===== src/rtl/ccg_sweep_ctrl_pkg.sv =====
// rtl/ccg_sweep_ctrl_pkg.sv - shared types, MISR constants and MISR step function for the sweep controller
//
// Contents:
//   sweep_state_t : controller FSM states
//   MISR_W        : signature width
//   MISR_POLY     : Galois feedback polynomial (CRC-32 generator)
//   MISR_SEED     : signature value at the start of every sweep
//   misr_step()   : one compaction step, shared by the MISR register and the top level
package ccg_sweep_pkg;

    localparam int          MISR_W    = 32;
    localparam logic [31:0] MISR_POLY = 32'h04C11DB7;
    localparam logic [31:0] MISR_SEED = 32'hFFFFFFFF;

    typedef enum logic [1:0] {
        ST_IDLE   = 2'd0,
        ST_SETTLE = 2'd1,
        ST_SAMPLE = 2'd2,
        ST_DONE   = 2'd3
    } sweep_state_t;

    // Shift left, fold the feedback polynomial in when the bit leaving the top is set,
    // then XOR the parallel input word.
    function automatic logic [MISR_W-1:0] misr_step(input logic [MISR_W-1:0] cur,
                                                    input logic [MISR_W-1:0] d);
        return {cur[MISR_W-2:0], 1'b0} ^ (cur[MISR_W-1] ? MISR_POLY : '0) ^ d;
    endfunction

endpackage


===== src/rtl/ccg_sweep_ctrl_if.sv =====
// rtl/ccg_sweep_ctrl_if.sv - control, circuit-under-test and result signals of the sweep controller
//
// Signals:
//   start, abort  : sweep control from the system
//   exp_sig       : expected signature, sampled when the sweep completes
//   f             : outputs of the combinational circuit under test
//   x             : registered input vector driven to the circuit under test
//   busy, done    : sweep status (done is a one-cycle pulse)
//   signature     : MISR value of the last completed sweep
//   pass          : signature matched exp_sig on the last completed sweep
// Modports:
//   master : system / circuit side
//   slave  : sweep controller side
interface ccg_sweep_ctrl_if #(
    parameter int N_IN  = 6,
    parameter int N_OUT = 19
);
    logic              start;
    logic              abort;
    logic [31:0]       exp_sig;
    logic [N_OUT-1:0]  f;
    logic [N_IN-1:0]   x;
    logic              busy;
    logic              done;
    logic [31:0]       signature;
    logic              pass;

    modport master (
        output start, abort, exp_sig, f,
        input  x, busy, done, signature, pass
    );

    modport slave (
        input  start, abort, exp_sig, f,
        output x, busy, done, signature, pass
    );

endinterface


===== src/rtl/ccg_sweep_ctrl_misr.sv =====
// rtl/ccg_sweep_ctrl_misr.sv - 32-bit multiple-input signature register
//
// Ports:
//   clk   : clock, rising edge
//   rst_n : asynchronous active-low reset, loads the seed
//   init  : load the seed (wins over en)
//   en    : compact d into the signature this cycle
//   d     : parallel input word
//   q     : current signature
module ccg_misr
    import ccg_sweep_pkg::*;
(
    input  logic              clk,
    input  logic              rst_n,
    input  logic              init,
    input  logic              en,
    input  logic [MISR_W-1:0] d,
    output logic [MISR_W-1:0] q
);

    logic [MISR_W-1:0] r_q;

    always_ff @(posedge clk or negedge rst_n) begin
        if (!rst_n) begin
            r_q <= MISR_SEED;
        end else if (init) begin
            r_q <= MISR_SEED;
        end else if (en) begin
            r_q <= misr_step(r_q, d);
        end
    end

    assign q = r_q;

endmodule


===== src/rtl/ccg_sweep_ctrl.sv =====
// rtl/ccg_sweep_ctrl.sv - exhaustive input sweep of a combinational circuit with MISR signature check
//
// Parameters:
//   N_IN   : circuit inputs; vectors 0 .. 2^N_IN-1 are applied in ascending order
//   N_OUT  : circuit outputs (<= 32), zero-extended into the MISR
//   SETTLE : cycles each vector is held before its outputs are sampled (>= 1)
// Ports:
//   clk   : clock, rising edge
//   rst_n : asynchronous active-low reset
//   bus   : slave side of ccg_sweep_ctrl_if (start/abort/exp_sig/f in, x/busy/done/signature/pass out)
module ccg_sweep_ctrl
    import ccg_sweep_pkg::*;
#(
    parameter int N_IN   = 6,
    parameter int N_OUT  = 19,
    parameter int SETTLE = 1
)(
    input  logic             clk,
    input  logic             rst_n,
    ccg_sweep_ctrl_if.slave  bus
);

    localparam int              CNT_W         = (SETTLE > 1) ? $clog2(SETTLE) : 1;
    localparam logic [CNT_W-1:0] SETTLE_RELOAD = CNT_W'(SETTLE - 1);
    // One spare bit so the vector counter can never wrap inside a sweep.
    localparam logic [N_IN:0]    LAST_VEC      = {1'b0, {N_IN{1'b1}}};

    sweep_state_t      r_state;
    logic [N_IN:0]     r_vec;
    logic [CNT_W-1:0]  r_cnt;
    logic [N_IN-1:0]   r_x;
    logic              r_busy;
    logic              r_done;
    logic [MISR_W-1:0] r_sig;
    logic              r_pass;

    logic [MISR_W-1:0] w_f_ext;
    logic [MISR_W-1:0] w_misr_q;
    logic [MISR_W-1:0] w_misr_next;
    logic [N_IN:0]     w_vec_inc;
    logic              w_misr_init;
    logic              w_misr_en;

    always_comb begin
        w_f_ext             = '0;
        w_f_ext[N_OUT-1:0]  = bus.f;
    end

    assign w_vec_inc   = r_vec + 1'b1;
    assign w_misr_next = misr_step(w_misr_q, w_f_ext);
    assign w_misr_init = (r_state == ST_IDLE) && bus.start && !bus.abort;
    assign w_misr_en   = (r_state == ST_SAMPLE) && !bus.abort;

    ccg_misr u_misr (
        .clk   (clk),
        .rst_n (rst_n),
        .init  (w_misr_init),
        .en    (w_misr_en),
        .d     (w_f_ext),
        .q     (w_misr_q)
    );

    always_ff @(posedge clk or negedge rst_n) begin
        if (!rst_n) begin
            r_state <= ST_IDLE;
            r_vec   <= '0;
            r_cnt   <= '0;
            r_x     <= '0;
            r_busy  <= 1'b0;
            r_done  <= 1'b0;
            r_sig   <= '0;
            r_pass  <= 1'b0;
        end else begin
            r_done <= 1'b0;
            case (r_state)
                ST_IDLE: begin
                    if (bus.start && !bus.abort) begin
                        r_vec   <= '0;
                        r_cnt   <= SETTLE_RELOAD;
                        r_x     <= '0;
                        r_busy  <= 1'b1;
                        r_state <= ST_SETTLE;
                    end
                end
                ST_SETTLE: begin
                    if (bus.abort) begin
                        r_x     <= '0;
                        r_busy  <= 1'b0;
                        r_state <= ST_IDLE;
                    end else if (r_cnt == '0) begin
                        r_state <= ST_SAMPLE;
                    end else begin
                        r_cnt <= r_cnt - 1'b1;
                    end
                end
                ST_SAMPLE: begin
                    if (bus.abort) begin
                        r_x     <= '0;
                        r_busy  <= 1'b0;
                        r_state <= ST_IDLE;
                    end else if (r_vec == LAST_VEC) begin
                        // Result registers see the MISR value that includes this last sample.
                        r_sig   <= w_misr_next;
                        r_pass  <= (w_misr_next == bus.exp_sig);
                        r_x     <= '0;
                        r_busy  <= 1'b0;
                        r_done  <= 1'b1;
                        r_state <= ST_DONE;
                    end else begin
                        r_vec   <= w_vec_inc;
                        r_x     <= w_vec_inc[N_IN-1:0];
                        r_cnt   <= SETTLE_RELOAD;
                        r_state <= ST_SETTLE;
                    end
                end
                ST_DONE: begin
                    r_state <= ST_IDLE;
                end
                default: begin
                    r_x     <= '0;
                    r_busy  <= 1'b0;
                    r_state <= ST_IDLE;
                end
            endcase
        end
    end

    assign bus.x         = r_x;
    assign bus.busy      = r_busy;
    assign bus.done      = r_done;
    assign bus.signature = r_sig;
    assign bus.pass      = r_pass;

endmodule


===== src/flat_wrapper.sv =====
// flat-port wrapper written by rule: the top's interface ports become plain ports
module ccg_sweep_ctrl_flat import ccg_sweep_pkg::*;
#(
    parameter int N_IN   = 6,
    parameter int N_OUT  = 19,
    parameter int SETTLE = 1
)
  (clk, rst_n, bus_start, bus_abort, bus_exp_sig, bus_f, bus_x, bus_busy, bus_done, bus_signature, bus_pass);
  ccg_sweep_ctrl_if #(.N_IN(N_IN), .N_OUT(N_OUT)) bus_i ();
  input  logic clk;
  input  logic rst_n;
  input wire logic [$bits(bus_i.start)-1:0] bus_start;
  input wire logic [$bits(bus_i.abort)-1:0] bus_abort;
  input wire logic [$bits(bus_i.exp_sig)-1:0] bus_exp_sig;
  input wire logic [$bits(bus_i.f)-1:0] bus_f;
  output wire logic [$bits(bus_i.x)-1:0] bus_x;
  output wire logic [$bits(bus_i.busy)-1:0] bus_busy;
  output wire logic [$bits(bus_i.done)-1:0] bus_done;
  output wire logic [$bits(bus_i.signature)-1:0] bus_signature;
  output wire logic [$bits(bus_i.pass)-1:0] bus_pass;
  assign bus_i.start = bus_start;
  assign bus_i.abort = bus_abort;
  assign bus_i.exp_sig = bus_exp_sig;
  assign bus_i.f = bus_f;
  assign bus_x = bus_i.x;
  assign bus_busy = bus_i.busy;
  assign bus_done = bus_i.done;
  assign bus_signature = bus_i.signature;
  assign bus_pass = bus_i.pass;
  ccg_sweep_ctrl #(.N_IN(N_IN), .N_OUT(N_OUT), .SETTLE(SETTLE)) u_core (.clk(clk), .rst_n(rst_n), .bus(bus_i));
endmodule

===== config.mk =====
export PLATFORM = sky130hd
export DESIGN_NAME = ccg_sweep_ctrl_flat
export DESIGN_NICKNAME = d
export VERILOG_FILES = /design/src/rtl/ccg_sweep_ctrl_pkg.sv /design/src/rtl/ccg_sweep_ctrl_if.sv /design/src/rtl/ccg_sweep_ctrl_misr.sv /design/src/rtl/ccg_sweep_ctrl.sv /design/src/flat_wrapper.sv
export SDC_FILE = /design/constraint.sdc
export NUM_CORES = 1
export LEC_CHECK = 0
export ABC_AREA = 1
export CAP_MARGIN = 20
export CORE_ASPECT_RATIO = 1.2
export CORE_UTILIZATION = 53
export DETAILED_ROUTE_END_ITERATION = 16
export PLACE_DENSITY_LB_ADDON = 0.05
export SLEW_MARGIN = 20
export SYNTH_ARGS = -nofsm -noshare
export SYNTH_HDL_FRONTEND = slang
export SYNTH_HIERARCHICAL = 1
export SYNTH_SLANG_ARGS = --single-unit

===== constraint.sdc =====
create_clock -name clk -period 2.4 [get_ports clk]
set_input_delay 0.72 -clock clk [delete_from_list [all_inputs] [get_ports clk]]
set_output_delay 0.72 -clock clk [all_outputs]
set_load 0.01 [all_outputs]

==> run_results.csv <==
group,metric,value,unit
routing,met2_length,6190,um
final_layout,drive_gt1_share,11.5,%
routing,postRouteAntennaNets,0,
global_routing,grt_pass1_vias,4531,
placed_design,gp_congestion,0.848,
final_layout,syn_to_final_growth,27.8,%
logic_synthesis,ys_ff_latch,82,
cts,clock_latency,0.33,ns
cts,cts-root-buf,"clkbuf_16",
timing,layout_setup_ws,0.300,ns
logic_synthesis,syn_area,5130,um^2
final_layout,diodes,0,
setup_path,critPathKind,"in -> reg",
cts,cts_tree,"done",
global_routing,antenna_found_initial,0,
hold_path,hold_path_class,"in -> async",
floorplan,core,9470,um^2
setup_path,cp.required,2.64,ns
timing,fin_crit,2.10,ns
global_routing,grt_use_total,25.7,%
timing,rsz0062_at_grt,"false",
global_routing,grt_pass1_wl,20300,um
power_and_ir_drop,cellLeakagePower,3.53,nW
timing,period_share,87.5,%
cts,cts_sinks,82,
floorplan,die_h,110,um
power_and_ir_drop,powerDensity,950,nW/um^2
floorplan,ios,96,
floorplan,initial_core_util,54.2,%
logic_synthesis,synthMuxAreaShare,0,%
cts,cts_max_level,3,
timing,tns,0,ns
logic_synthesis,synth_compound_area_share,7.63,%
placed_design,dp_hpwl,9030,um
routing,drt_first_pass_iters,4,
logic_synthesis,ys.warnings.count,6,
cts,cts.clk_slew.worst_paths,0.06,ns
floorplan,fp.dieW,91.9,um
outcome,status,"completed",
timing,finalHoldViolCount,0,
timing,fmax,476,MHz
cts,cts_made_buffers,9,
routing,met3WireLength,493,um
timing,slew_violations,0,
routing,drc_errors,0,
setup_path,cp_max_fo,9,
setup_path,startpoint_type,"primary input",
logic_synthesis,synth_edf_count,0,
logic_synthesis,synth_ff_type,"dfrtp_1",
floorplan,rows,39,
logic_synthesis,avgSynthCellArea,7.05,um^2
routing,drt-total-wl,12200,um
routing,viasPerCell,4.88,
job,drv_cap,0,
cts,clockBufferDepth,2,
logic_synthesis,synthSimpleGateAreaFrac,33.1,%
global_routing,overflow,0,
placed_design,pre_cts_ws,0.0121,ns
logic_synthesis,synth_cell_types,33,
final_layout,final_cell_mix,"nand2_1 (276), inv_1 (131), clkdlybuf4s50_1 (94), dfrtp_1 (50), nand3_1 (48)",
floorplan,dieArea,10100,um^2
setup_path,crit_arrival,2.34,ns
logic_synthesis,synth_top_family_by_area,"simple AND/OR/NAND/NOR gates",
cts,hold_buffers,0,
routing,first_iter_violations,239,
logic_synthesis,synth-xor-area-share,4.43,%
timing,finalSetupViolCount,0,
final_layout,nets,900,
placed_design,portBuffers,95,
routing,vias,4724,
logic_synthesis,yosys.area_share.adder,1.22,%
power_and_ir_drop,irDropWorstVdd,482,uV
cts,cts_setup_buffers,0,
routing,highest-signal-layer,"met4",
routing,drt-met1-wl,5350,um
timing,fin_skew,0.00538,ns
logic_synthesis,seq_area_frac_synth,40.7,%
logic_synthesis,synthArstFlopShare,100,%
setup_path,cp-end-kind,"register",
routing,wl_per_cell,12.6,um
cts,post_cts_resized,0,
final_layout,mostFrequentLayoutCell,"nand2_1",
logic_synthesis,synthCells,728,
global_routing,grt_max_degree,65,
## critical path: stages
cell and delay [ns]:
clkdlybuf4s50_1 0.50, inv_2 0.11, a21oi_1 0.13, nor3b_4 0.39, nand3_1 0.26, o22ai_1 0.23
## logic make-up (layout without fill, tap and decap cells)
kind of cell / count (synthesis) / after routing
fa+ha+maj: 5 / 5
other cells: 1 / 16
simple gates: 392 / 392
flops: 82 / 82
buf+inv: 154 / 256
compound gates: 68 / 68
xor+xnor: 26 / 26
## power by group
group          internal (mW)  switching, mW
logic                  0.981           1.57
registers               1.85          0.346
clock network          0.936          0.544
## cells in the mapped netlist (10+ instances only)
library cell | number | area (um^2)
dfrtp_1 | 50 | 1250
dfstp_2 | 32 | 841
inv_1 | 131 | 492
nand2_1 | 276 | 1040
nand2_2 | 13 | 81.3
nand3_1 | 48 | 240
nand3b_1 | 14 | 105
nor2_1 | 22 | 82.6
o21ai_0 | 30 | 150
o22ai_1 | 25 | 156
or2_2 | 10 | 62.6
xor2_1 | 21 | 184
## registers in the layout, indices dropped and copies added (netlist names)
name	cells
u_core/bus.busy	1
u_core/r_vec	7
u_core/bus.signature	32
u_core/u_misr/q	32
u_core/bus.x	6
u_core/bus.pass	1
u_core/bus.done	1
u_core/r_state	2
## worst paths after layout
path,slack [ns],startpoint,cells after the start,to
max,0.30,bus_abort,6,u_core/bus.x[1]
min,0.26,rst_n,1,u_core/bus.signature[7]
max reg2reg,0.42,u_core/r_state[0],8,u_core/bus.signature[20]
min reg2reg,0.48,u_core/bus.signature[14],2,u_core/bus.signature[14]
max in group asynchronous,1.47,rst_n,2,u_core/u_misr/q[24]
min in group clk,0.48,u_core/bus.signature[14],2,u_core/bus.signature[14]
## stage by stage
step                power (mW)  instances  utilization [%]  hold WS, ns  cell area [um^2]
floorplan                 4.18        743                -        0.424              5190
global placement          4.62        952             65.9        0.465              6240
detailed placement        4.74        952             65.9        0.465              6240
CTS                       6.26        968             69.3        0.264              6560
global route              6.76        968             69.3        0.270              6560
finish                    6.23        968             69.3        0.260              6560
## metal layers
layer / track usage (%) / vias to the layer above
met5: 0 / -
met1: 31.1 / 2183
met2: 46.7 / 87
met4: 8.71 / 0
li1: - / 2442
met3: 3.87 / 12
## layout make-up
type	count	area, um^2
Tap cell	123	154
Multi-Input combinational cell	507	2440
Fill cell	817	2910
Clock inverter	5	77.6
Sequential cell	82	2090
Timing Repair Buffer	103	1030
Clock buffer	11	243
Inverter	137	517
Note: power is estimated with default switching activity, not from simulation.
